--- src/rtl/onehot_encoder_stream.sv ---
// onehot_encoder_stream: one-hot to binary encoder with validity flag, 2-entry output FIFO and saturating error count
module onehot_encoder_stream #(
  parameter  int NUM_INPUT = 4,
  parameter  int ERR_CNT_W = 8,
  localparam int ADDR_W    = $clog2(NUM_INPUT)
) (
  input  logic                 clk,
  input  logic                 rst,
  input  logic                 in_valid,
  output logic                 in_ready,
  input  logic [NUM_INPUT-1:0] in_select,
  input  logic                 in_clear_count,
  output logic                 out_valid,
  input  logic                 out_ready,
  output logic [ADDR_W-1:0]    out_address,
  output logic                 out_error,
  output logic [ERR_CNT_W-1:0] out_err_count
);
  typedef enum logic [1:0] {EMPTY, ONE, FULL} state_t;
  state_t                 state, state_nxt;
  logic [ADDR_W-1:0]      enc_addr, head_addr, tail_addr;
  logic                   enc_err, head_err, tail_err;
  logic                   accept, take, load_head, load_tail, shift;
  logic [ERR_CNT_W-1:0]   err_cnt, cnt_base, cnt_nxt;
  assign in_ready      = (state != FULL) && !rst;
  assign out_valid     = state != EMPTY;
  assign accept        = in_valid && in_ready;
  assign take          = out_valid && out_ready;
  assign out_address   = head_addr;
  assign out_error     = head_err;
  assign out_err_count = err_cnt;
  // lowest set bit wins; anything but exactly one bit set is an error
  always_comb begin
    enc_addr = '0;
    for (int i = NUM_INPUT - 1; i >= 0; i--)
      if (in_select[i]) enc_addr = ADDR_W'(i);
    enc_err = (in_select == '0) || ((in_select & (in_select - NUM_INPUT'(1))) != '0);
  end
  // buffer occupancy transitions and which register each handshake updates
  always_comb begin
    state_nxt = (state == EMPTY) ? (accept ? ONE : EMPTY) :
                (state == ONE)   ? ((accept && !take) ? FULL : (take && !accept) ? EMPTY : ONE) :
                                   (take ? ONE : FULL);
    load_head = accept && ((state == EMPTY) || (state == ONE && take));
    load_tail = accept && state == ONE && !take;
    shift     = take && state == FULL;
  end
  // clear takes effect first so a same-cycle erroneous accept still counts
  always_comb begin
    cnt_base = in_clear_count ? '0 : err_cnt;
    cnt_nxt  = (accept && enc_err && cnt_base != '1) ? cnt_base + 1'b1 : cnt_base;
  end
  // occupancy state and error counter
  always_ff @(posedge clk or posedge rst) begin
    if (rst) begin
      state   <= EMPTY;
      err_cnt <= '0;
    end else begin
      state   <= state_nxt;
      err_cnt <= cnt_nxt;
    end
  end
  // head drives the outputs; tail only holds the second word while FULL
  always_ff @(posedge clk or posedge rst) begin
    if (rst) begin
      head_addr <= '0;
      head_err  <= 1'b0;
      tail_addr <= '0;
      tail_err  <= 1'b0;
    end else begin
      if (load_head) begin
        head_addr <= enc_addr;
        head_err  <= enc_err;
      end else if (shift) begin
        head_addr <= tail_addr;
        head_err  <= tail_err;
      end
      if (load_tail) begin
        tail_addr <= enc_addr;
        tail_err  <= enc_err;
      end
    end
  end
endmodule

--- config.mk ---
export PLATFORM = sky130hd
export DESIGN_NAME = onehot_encoder_stream
export DESIGN_NICKNAME = d
export VERILOG_FILES = /design/src/rtl/onehot_encoder_stream.sv
export SDC_FILE = /design/constraint.sdc
export NUM_CORES = 1
export LEC_CHECK = 0
export BUFFER_PORTS_ARGS = -buffer_cell sky130_fd_sc_hd__clkbuf_2
export CORE_MARGIN = 2
export CORE_UTILIZATION = 30
export DETAILED_ROUTE_END_ITERATION = 12
export PLACE_DENSITY = 0.59
export SLEW_MARGIN = 10
export SYNTH_ARGS = -nofsm -noshare
export SYNTH_HDL_FRONTEND = slang
export SYNTH_SLANG_ARGS = --single-unit
--- constraint.sdc ---
create_clock -name clk -period 3.7 [get_ports clk]
set_clock_uncertainty 0.15 [all_clocks]
set_input_delay 0 -clock clk [delete_from_list [all_inputs] [get_ports clk]]
set_output_delay 0 -clock clk [all_outputs]
set_load 0.02 [all_outputs]
Yosys cells after proc, flatten, opt, wreduce, memory -nomap -nowiden
Index checks and enable logic that the tools add are counted.
- register bits: 16
- input port bits: 9
- $add $sub $neg: 2
- eq/ne operators: 4
- muxes and demuxes: 16
- bitwise operators: 1
- reductions and logical operators: 22
- operator list (operator ; number):
    2-bit two-way mux ; 10
    8-bit two-way mux ; 2
    1-bit logical AND ; 12
    8-bit by 1-bit adder with 8-bit output, second input constant ; 1
    8-bit != test, second input constant ; 1
    4-bit AND ; 1
    4-bit logical NOT ; 1
    1-bit two-way mux ; 4
    2-bit nonzero test ; 2
    4-bit nonzero test ; 1
    4-bit by 1-bit subtractor with 4-bit output, second input constant ; 1
    1-bit logical NOT ; 3
    2-bit by 1-bit equality test with 1-bit output, second input constant ; 1
    2-bit equality test, second input constant ; 1
    2-bit logical NOT ; 1
    1-bit logical OR ; 2
    2-bit != test, second input constant ; 1

Logic depth before layout (Yosys ltp)
Gate-level depths: netlist (run 1).
- depth in word-level cells: 9
- gate-level depth with buffers: 7

Least setup slack after synthesis (run 1)
No wires, ideal clock.
- kind: reg-to-reg
- start: register err_cnt[1], in the netlist out_err_count[1]
- end: register err_cnt[1], in the netlist out_err_count[1]
- setup time: 0.128 ns
- arrival: 1.715 ns
- setup slack: 1.708 ns
- cell stages (with the launch flop): 7
- buffers on the path: 0
- period minus slack after synthesis: 1.992 ns
- cells stage by stage: dfrtp_1 nor2b_1 ha_1 nand2_1 nor3_4 nor3_2 mux2_1
- cells in the longest elaborated chain, start to end: 4
- elaborated cells on any way between the ends: 5
- those cells by class: add/sub: 1; eq/ne: 1; mux: 2; reduce/logical: 1
- ends and longest elaborated chain (element ; RTL line ; text):
    from (decl) ; 24 ; logic [ERR_CNT_W-1:0] err_cnt, cnt_base, cnt_nxt;
    from (signal assigned) ; 60 ; err_cnt <= cnt_nxt;
    8-bit two-way mux (*) ; 50 ; cnt_base = in_clear_count ? '0 : err_cnt;
    parallel branches: the longest is 2 deep, another holds 8-bit by 1-bit adder with 8-bit output ; n/a ;
    8-bit two-way mux (*) ; 51 ; cnt_nxt = (accept && enc_err && cnt_base != '1) ? cnt_base + 1'b1 : cnt_base;
    named net cnt_nxt[1] ; 24 ;
Mark *: on every way through the listed nets, which the timed path passes.
A chain may end at the register's enable or synchronous reset.

Final worst setup path (run 1)
- start: input port rst
- end: register tail_err
- cells in the longest elaborated chain, start to end: 5
- ends and longest elaborated chain (element ; RTL line ; text):
    from (decl) ; 8 ; input logic rst,
    1-bit logical NOT (no line) ; n/a ;
    1-bit logical AND ; 25 ; assign in_ready = (state != FULL) && !rst;
    1-bit logical AND ; 27 ; assign accept = in_valid && in_ready;
    1-bit logical AND (2 in a row) ; 45 ; load_tail = accept && state == ONE && !take;
    to (signal assigned) ; 80 ; tail_err <= enc_err;
    to (decl) ; 22 ; logic enc_err, head_err, tail_err;
No other way between the ends.

==> flow_summary.json, run 1 <==
{
  "outcome": "finished, final reports clean",
  "rr_startpoint": "state[1]",
  "clkLatencyLatePin_ns": 0.27,
  "drtAntennaViolNets": 0,
  "yosys.cell_types.count": 31,
  "via_per_inst": 4.66,
  "cts.sinks": 16,
  "holdCritStartpoint": "in_clear_count",
  "fin_crit_sh": 0.698,
  "setup_tns_ns": 0,
  "path_buf_inv": 3,
  "drive_gt1_frac": 0.293,
  "drc": 0,
  "finalHoldViolCount": 0,
  "final.min_clock_period_ns": 2.58,
  "numCtsBuffers": 3,
  "grt_pass1_vias": 758,
  "post_cts_buffers": 0,
  "synth_warnings": 0,
  "synth.yosys.seq_area_share": 0.398,
  "worst_slew_pin_slew_ns": 1.08,
  "finalWirelength_um": 2020,
  "cpLargestDelayFamily": "buffers and inverters",
  "antenna_found_initial": 0,
  "rsz0062_at_grt": "no",
  "synth_top_flop_cell": "dfrtp_1",
  "synth-edff-count": 0,
  "core_region_area_mm2": 0.00328,
  "synthArstFlopShare": 1.00,
  "yosys.area.top_type_share": 0.398,
  "grt_max_degree": 18,
  "syn-cell-area_mm2": 0.00101,
  "worstSetupEndpointType": "register",
  "yosys.area.top_type": "dfrtp_1",
  "synth_nets": 108,
  "cts_buffer_depth": 2,
  "yosys-top-cells-count": "dfrtp_1, mux2i_1, nor2_1, nor2b_1, inv_1",
  "grt_use_total": 0.117,
  "critical_path_class": "in2reg",
  "synth-seq-cells": 16,
  "path_max_fanout": 17,
  "hold_depth": 3,
  "diodes": 0,
  "p_leak_nw": 0.596,
  "cts_tree": "built",
  "core.rowCount": 21,
  "slew_viol_final": 0,
  "required_ns": 3.69,
  "path_cells": "dlygate4sd3_1, clkbuf_2, inv_1, o211ai_1, or4b_1, mux2i_1",
  "grt_pass1_wl_um": 3310,
  "syn_inst": 97,
  "synthToLayoutAreaGrowth_pct": 22.0,
  "yosysMostFrequentCell": "dfrtp_1",
  "slowest_stage": "or4b_1",
  "setup_viol": 0,
  "portBuffers": 21,
  "die_area_mm2": 0.00384,
  "routabilityCongestion": 0.706,
  "cap_violations": 0,
  "reg2reg_to": "state[0]",
  "first_pass_iters": 4,
  "fin_ws_ns": 1.12,
  "path_clk_slew_ns": 0.09,
  "worstPathArrival_ns": 2.57,
  "syn_area_per_cell_um2": 10.4,
  "drt_iter0_drc": 42,
  "globalRoute.totalOverflow": 0,
  "cp-start-kind": "input port",
  "rrSetupSlack_ns": 1.39,
  "holdCritPathClass": "in2reg",
  "io_pins": 22,
  "hold_end": "out_err_count[6]",
  "vias": 788,
  "critical_path.max_stage_delay_ns": 0.73,
  "place_ws_ns": 1.34,
  "die_y_um": 61.9,
  "peakVddDrop_mv": 0.161,
  "dp_hpwl_um": 1560,
  "htreeDepth": 1,
  "max_slew_margin": 0.278,
  "wire_per_inst_um": 11.9,
  "synth_area_leaders": "dfrtp_1, mux2i_1, nor4_2, mux2_1, nor2b_1",
  "nNetsFinal": 136,
  "worst_r2r_path_depth": 6,
  "die_width_um": 61.9,
  "start_util": 0.307,
  "pwr_density_cell_mw_per_mm2": 428,
  "cts-root-buf": "clkbuf_4",
  "fmax_ghz": 0.387
}
-- layout make-up --
cell class	instances	area (um^2)
clock buffers	3	22.5
fillers	355	2060
repair buffers	27	165
multi-input cells	70	557
flip-flops and latches	16	400
well taps	46	57.6
inverters	7	26.3
-- power by group --
part           total, mW  internal (mW)  switching (mW)
clock             0.0861         0.0376          0.0484
sequential         0.251          0.217          0.0347
combinational      0.188         0.0786           0.110
total              0.526          0.333           0.193
-- worst register-to-register path: cells and delay by family, from the launching register on --
| family | cells | cell delay [ns] |
|---|---|---|
| buf+inv | 2 | 0.24 |
| fa+ha+maj | 1 | 0.33 |
| compound gates | 2 | 1.06 |
| simple gates | 1 | 0.05 |
| flops | 1 | 0.41 |
-- kinds of logic after synthesis --
logic type,count (synthesis),synth area share
adder cells (fa/ha/maj),2,0.0248
AO/OA/AOI/OAI,6,0.0447
XOR/XNOR,3,0.0261
flip-flops,16,0.398
multiplexers,15,0.155
buffers and inverters,11,0.0497
AND/OR/NAND/NOR,44,0.302
-- timing repair --
| item | CTS | global route |
|---|---|---|
| hold buffers | 6 | 0 |
| endpoints found under the hold margin | 22 | 0 |
| endpoints found under the setup margin | 0 | 0 |
| resized for setup | 0 | 0 |
-- flip-flops by register name, indices dropped and copies added, names as in the netlist --
register and flops:
out_address 2, out_err_count 8, out_error 1, state 2
tail_addr 2, tail_err 1
-- worst max-delay path by stage --
stage / startpoint / end / slack [ns] / cells past startpoint
final: rst / tail_err / 1.12 / 6
after global routing: rst / tail_err / 0.85 / 6
after CTS: rst / tail_err / 1.07 / 6
after detailed placement: rst / tail_err / 1.34 / 5
after global placement: rst / tail_err / 1.40 / 5
after floorplan: out_err_count[1] / out_err_count[1] / 1.71 / 6
-- placed cells by master (no fill, tap or decap), types with 3 or more instances in the layout --
cell           netlist  layout
nand4_1              3       3
nor4_2               5       5
clkbuf_4             0       3
nor2_1               8       8
inv_1                7       7
mux2i_1             10      10
nand2b_1             3       3
nand2_1              5       5
dfrtp_1             16      16
mux2_1               5       5
dlygate4sd3_1        0       6
clkbuf_2             0      21
nor2b_1              8       8
-- metrics by stage --
stage / utilization / cell area [um^2] / total power, mW / std cells / hold WS [ns]
floorplan: - / 1010 / 0.381 / 97 / -0.228
global placement: 0.349 / 1150 / 0.430 / 160 / -0.0464
detailed placement: 0.349 / 1150 / 0.439 / 160 / -0.0421
CTS: 0.374 / 1230 / 0.532 / 169 / 0.0417
global route: 0.374 / 1230 / 0.566 / 169 / 0.0529
finish: 0.374 / 1230 / 0.526 / 169 / 0.0408
-- metal layers --
metal  vias to the layer above  part of all wire  track usage
li1                        391                 -            -
met1                       375              0.47        0.144
met2                        20              0.48        0.205
met3                         2             0.040       0.0207
met4                         0            0.0040       0.0365
met5                         -                 0            0
Power figures use the tool's default switching activity.
==> run 2, diff against run 1 <==
clock period = 2.6 ns   (was 3.7 ns; I/O delays follow)
==> run 2 against run 1 <==
Effect of this change:
- routed wire length up 2.6%
- global-route usage is 1.2 points higher
- cell count increased by 1.8%
- hold slack got worse by 0.027 ns
- clock-buffer cell count increased by 1
- critical path depth unchanged
- clock power rose by 100%
- register-to-register slack got worse by 0.84 ns
- sequential share of layout area decreased by 0.75 points
- non-clock buffer count increased by 2
- largest cell class unchanged
- highest routed layer unchanged
==> flow_summary.json, run 2 (synthesis gave the netlist of run 1 again) <==
{
  "drtAntennaViolNets": 0,
  "peakVddDrop_mv": 0.253,
  "numCtsBuffers": 3,
  "grt_use_total": 0.128,
  "htreeDepth": 1,
  "post_cts_buffers": 0,
  "max_slew_margin": 0.678,
  "wire_per_inst_um": 12.0,
  "path_depth": 6,
  "cts_hold_buffers": 6,
  "outcome": "finished, final reports clean",
  "drc": 0,
  "pwr_density_cell_mw_per_mm2": 637,
  "io_pins": 22,
  "drt_iter0_drc": 40,
  "routabilityCongestion": 0.800,
  "fin_crit_sh": 0.790,
  "die_area_mm2": 0.00384,
  "cts-root-buf": "clkbuf_4",
  "finalWirelength_um": 2070,
  "portBuffers": 21,
  "path_max_fanout": 7,
  "clkLatencyLatePin_ns": 0.30,
  "grt_max_degree": 18,
  "setup_tns_ns": 0,
  "final.min_clock_period_ns": 2.05,
  "setup_viol": 0,
  "ctsResizeCount": 0,
  "critical_path.max_stage_delay_ns": 0.42,
  "final_cell_mix": "clkbuf_2, dfrtp_1, mux2i_1",
  "slew_viol_final": 0,
  "required_ns": 2.64,
  "cts_buffer_depth": 2,
  "path_buf_inv": 0,
  "p_leak_nw": 0.612,
  "cap_violations": 0,
  "holdCritPathClass": "in2reg",
  "globalRoute.totalOverflow": 0,
  "nNetsFinal": 138,
  "die_width_um": 61.9,
  "worstPathArrival_ns": 2.09,
  "rrSetupSlack_ns": 0.55,
  "diodes": 0,
  "cts.sinks": 16,
  "rsz0062_at_grt": "no",
  "path_cells": "nor2b_1, ha_1, nand2_1, nor3_4, nor3_2, mux2_1",
  "hold_end": "out_err_count[4]",
  "antenna_found_initial": 0,
  "synthToLayoutAreaGrowth_pct": 24.8,
  "via_per_inst": 4.75,
  "critical_path_class": "reg2reg",
  "first_pass_iters": 3,
  "largest_register_ffs": 8,
  "worst_slew_pin_slew_ns": 0.483,
  "post-place-cells": 162,
  "fmax_ghz": 0.487,
  "grt_pass1_wl_um": 3580,
  "drive_gt1_frac": 0.310,
  "p_total_mw": 0.800,
  "holdCritStartpoint": "in_clear_count",
  "core.rowCount": 21,
  "cp-start-kind": "register",
  "reg2reg_to": "out_err_count[1]",
  "dp_hpwl_um": 1610,
  "worstSetupEndpointType": "register",
  "core_region_area_mm2": 0.00328,
  "die_y_um": 61.9,
  "finalHoldViolCount": 0,
  "start_util": 0.307,
  "finalNonFillerCells": 172,
  "cpLargestDelayFamily": "simple AND/OR/NAND/NOR gates",
  "vias": 817,
  "slowest_stage": "dfrtp_1",
  "worst_r2r_path_depth": 6,
  "hold_depth": 3,
  "cts_tree": "built",
  "rr_startpoint": "out_err_count[1]",
  "final_common_cell": "clkbuf_2",
  "path_clk_slew_ns": 0.10,
  "grt_pass1_vias": 798
}
## run 2: cell types whose count changed in the layout (fill, tap and decap cells not counted)
cell	delta
buf_4	+2
clkbuf_8	+1
## run 2: through the flow
| stage | hold slack (ns) | util | area (um^2) | setup WS, ns |
|---|---|---|---|---|
| after floorplan | -0.228 | - | 1010 | 0.608 |
| after global placement | -0.131 | 0.354 | 1160 | 0.630 |
| after detailed placement | -0.129 | 0.354 | 1160 | 0.571 |
| after CTS | 0.0117 | 0.383 | 1260 | 0.552 |
| after global routing | 0.0345 | 0.383 | 1260 | 0.440 |
| final | 0.0135 | 0.383 | 1260 | 0.547 |
## run 2: worst max path at each step
| stage | from | endpoint | slack [ns] |
|---|---|---|---|
| final | out_err_count[1] | out_err_count[1] | 0.55 |
| after global routing | out_err_count[1] | out_err_count[4] | 0.44 |
| after CTS | out_err_count[1] | out_err_count[1] | 0.55 |
| after detailed placement | out_err_count[1] | out_err_count[1] | 0.57 |
| after global placement | out_err_count[0] | out_err_count[1] | 0.63 |
| after floorplan | out_err_count[1] | out_err_count[1] | 0.61 |
## run 2: report_power, final
part | switching [mW] | internal, mW | leakage, nW | total [mW]
clock network | 0.0880 | 0.0854 | 0.0210 | 0.173
logic | 0.156 | 0.115 | 0.385 | 0.271
registers | 0.0480 | 0.308 | 0.206 | 0.356
total | 0.292 | 0.509 | 0.612 | 0.800
## run 2: final cells by class
cell class | instances | area (um^2)
Fill cell | 341 | 2030
Multi-Input combinational cell | 70 | 557
Timing Repair Buffer | 29 | 180
Sequential cell | 16 | 400
Inverter | 7 | 26.3
Clock buffer | 4 | 36.3
Tap cell | 46 | 57.6
## run 2: metal layers
layer	vias up	global-route usage	routed length, um
met1	387	0.150	921
li1	401	-	-
met3	4	0.0580	139
met5	-	0	0
met2	25	0.210	987
met4	0	0.0395	21
## run 2: tightest hold or removal path: stages
cell and delay, ns:
clkbuf_2 0.18, nor2_1 0.13, mux2_1 0.12
==> run 3, diff against run 2 <==
PLACE_DENSITY = 0.61   (was 0.59)
clock period = 1.65 ns   (was 2.6 ns; I/O delays follow)
==> run 3 against run 2 <==
Effect of this change:
- the run now ends with negative setup slack left
- routed wire length is 26% higher
- total power up 78%
- critical path type unchanged
- global-route usage is 1.9 points higher
- largest power group is now combinational cells
- highest routed layer unchanged
- flip-flop and latch count did not move
- cell count up 17%
- setup slack worse by 0.64 ns
- clock power rose by 52%
- core utilization up 12 points
==> flow_summary.json, run 3 (synthesis gave the netlist of run 1 again) <==
{
  "outcome": "complete, but fails checks",
  "violations": "negative setup slack",
  "rsz0062_at_grt": "yes",
  "globalRoute.totalOverflow": 0,
  "routabilityCongestion": 0.794,
  "critical_path_class": "reg2reg",
  "cts_tree": "built",
  "core.rowCount": 21,
  "path_cells": "nor2b_4, ha_4, nand2_4, nor3_4, buf_6, nor4_4, mux2_4",
  "path_max_fanout": 4,
  "die_width_um": 61.9,
  "p_sw_frac": 0.359,
  "start_util": 0.307,
  "core_region_area_mm2": 0.00328,
  "clkLatencyLatePin_ns": 0.29,
  "die_area_mm2": 0.00384,
  "fin_crit_sh": 1.06,
  "via_per_inst": 4.52,
  "io_pins": 22,
  "slew_viol_final": 0,
  "final_cell_mix": "buf_4, clkbuf_2, dfrtp_1",
  "vias": 909,
  "grt_pass1_vias": 955,
  "die_y_um": 61.9,
  "setup_viol": 7,
  "utilization": 0.501,
  "fin_ws_ns": -0.0943,
  "combPwrFrac": 0.434,
  "grt_pass1_wl_um": 4150,
  "synthToLayoutAreaGrowth_pct": 63.4,
  "path_buf_inv": 1,
  "grt_use_total": 0.147,
  "cts.sinks": 16,
  "max_slew_margin": 0.653,
  "nNetsFinal": 167,
  "final_common_cell": "buf_4",
  "cp-start-kind": "register",
  "cpLargestDelayFamily": "simple AND/OR/NAND/NOR gates",
  "p_total_mw": 1.43,
  "drive_gt1_frac": 0.568,
  "worst_slew_pin_slew_ns": 0.521,
  "antenna_found_initial": 0,
  "pwr_density_cell_mw_per_mm2": 867,
  "p_clk_frac": 0.184,
  "drc": 0,
  "p_leak_nw": 0.780,
  "finalHoldViolCount": 0,
  "fmax_ghz": 0.573,
  "path_clk_slew_ns": 0.10,
  "worstPathArrival_ns": 1.78,
  "numCtsBuffers": 3,
  "required_ns": 1.68,
  "peakVddDrop_mv": 0.753,
  "wire_per_inst_um": 13.0,
  "drt_iter0_drc": 24,
  "finalNonFillerCells": 201,
  "setup_tns_ns": -0.530,
  "largest_register_ffs": 8,
  "intPower_mw": 0.914,
  "p_seq_frac": 0.382,
  "grt_max_degree": 17,
  "place_ws_ns": -0.141,
  "post-place-cells": 182,
  "drtAntennaViolNets": 0,
  "cts_buffer_depth": 2,
  "htreeDepth": 1,
  "holdCritPathClass": "in2reg",
  "p_switching_mw": 0.513,
  "cts-root-buf": "clkbuf_4",
  "worstSetupEndpointType": "register",
  "dp_hpwl_um": 1860,
  "slowest_stage": "dfrtp_2",
  "critical_path.max_stage_delay_ns": 0.37,
  "diodes": 0,
  "finalWirelength_um": 2620,
  "portBuffers": 21,
  "final.min_clock_period_ns": 1.74,
  "first_pass_iters": 4,
  "cap_violations": 0
}
run 3: cell count changes in the layout (fill, tap and decap cells not counted), sizes merged:
cell         before  now
dlygate4sd3       6    7
buf               2   30
run 3: per-stage QoR:
stage | cell area (um^2) | hold slack [ns]
final | 1650 | 0.0375
after global routing | 1650 | 0.0370
after CTS | 1580 | -0.0388
after detailed placement | 1350 | -0.0705
after global placement | 1350 | -0.0894
after floorplan | 1040 | -0.228
run 3: worst paths after layout:
path / start / endpoint / slack, ns / cells past startpoint
setup / recovery: out_err_count[1] / out_err_count[5] / -0.09 / 7
hold / removal: in_clear_count / out_err_count[7] / 0.04 / 3
setup reg to reg: out_err_count[1] / out_err_count[5] / -0.09 / 7
hold reg to reg: out_err_count[7] / out_err_count[7] / 0.37 / 1
max in group asynchronous: rst / out_err_count[1] / 0.99 / 4
min in group asynchronous: rst / out_err_count[4] / 0.15 / 4
run 3: final cells by class:
type	count	area [um^2]
Fill cell	309	1640
Tap cell	46	57.6
Clock buffer	4	36.3
Timing Repair Buffer	58	415
Multi-Input combinational cell	70	704
Inverter	7	26.3
Sequential cell	16	405
run 3: worst register-to-register path: stages (launching register included):
cell and delay [ns]:
dfrtp_2 0.37, nor2b_4 0.16, ha_4 0.17, nand2_4 0.06, nor3_4 0.20, buf_6 0.17
nor4_4 0.05, mux2_4 0.31
run 3: per-layer routing:
layer	up-vias	part of all wire	global-route usage
li1	458	-	-
met1	426	0.43	0.181
met2	21	0.52	0.266
met3	4	0.034	0.0373
met4	0	0.015	0.0182
met5	-	0	0
run 3: what timing repair did:
action / CTS / global route
gates resized for setup: 16 / 10
endpoints found under the setup margin: 13 / 14
hold buffers: 6 / 1
buffers inserted: 6 / 2
hold endpoints to repair: 25 / 1
pin swaps: 12 / 5
run 3: power groups by stage:
stage	Combinational [mW]	Clock [mW]	Sequential [mW]
after floorplan	0.258	0	0.610
after global placement	0.508	0	0.544
after detailed placement	0.525	0	0.549
after CTS	0.583	0.277	0.545
after global routing	0.681	0.294	0.556
final	0.619	0.263	0.545
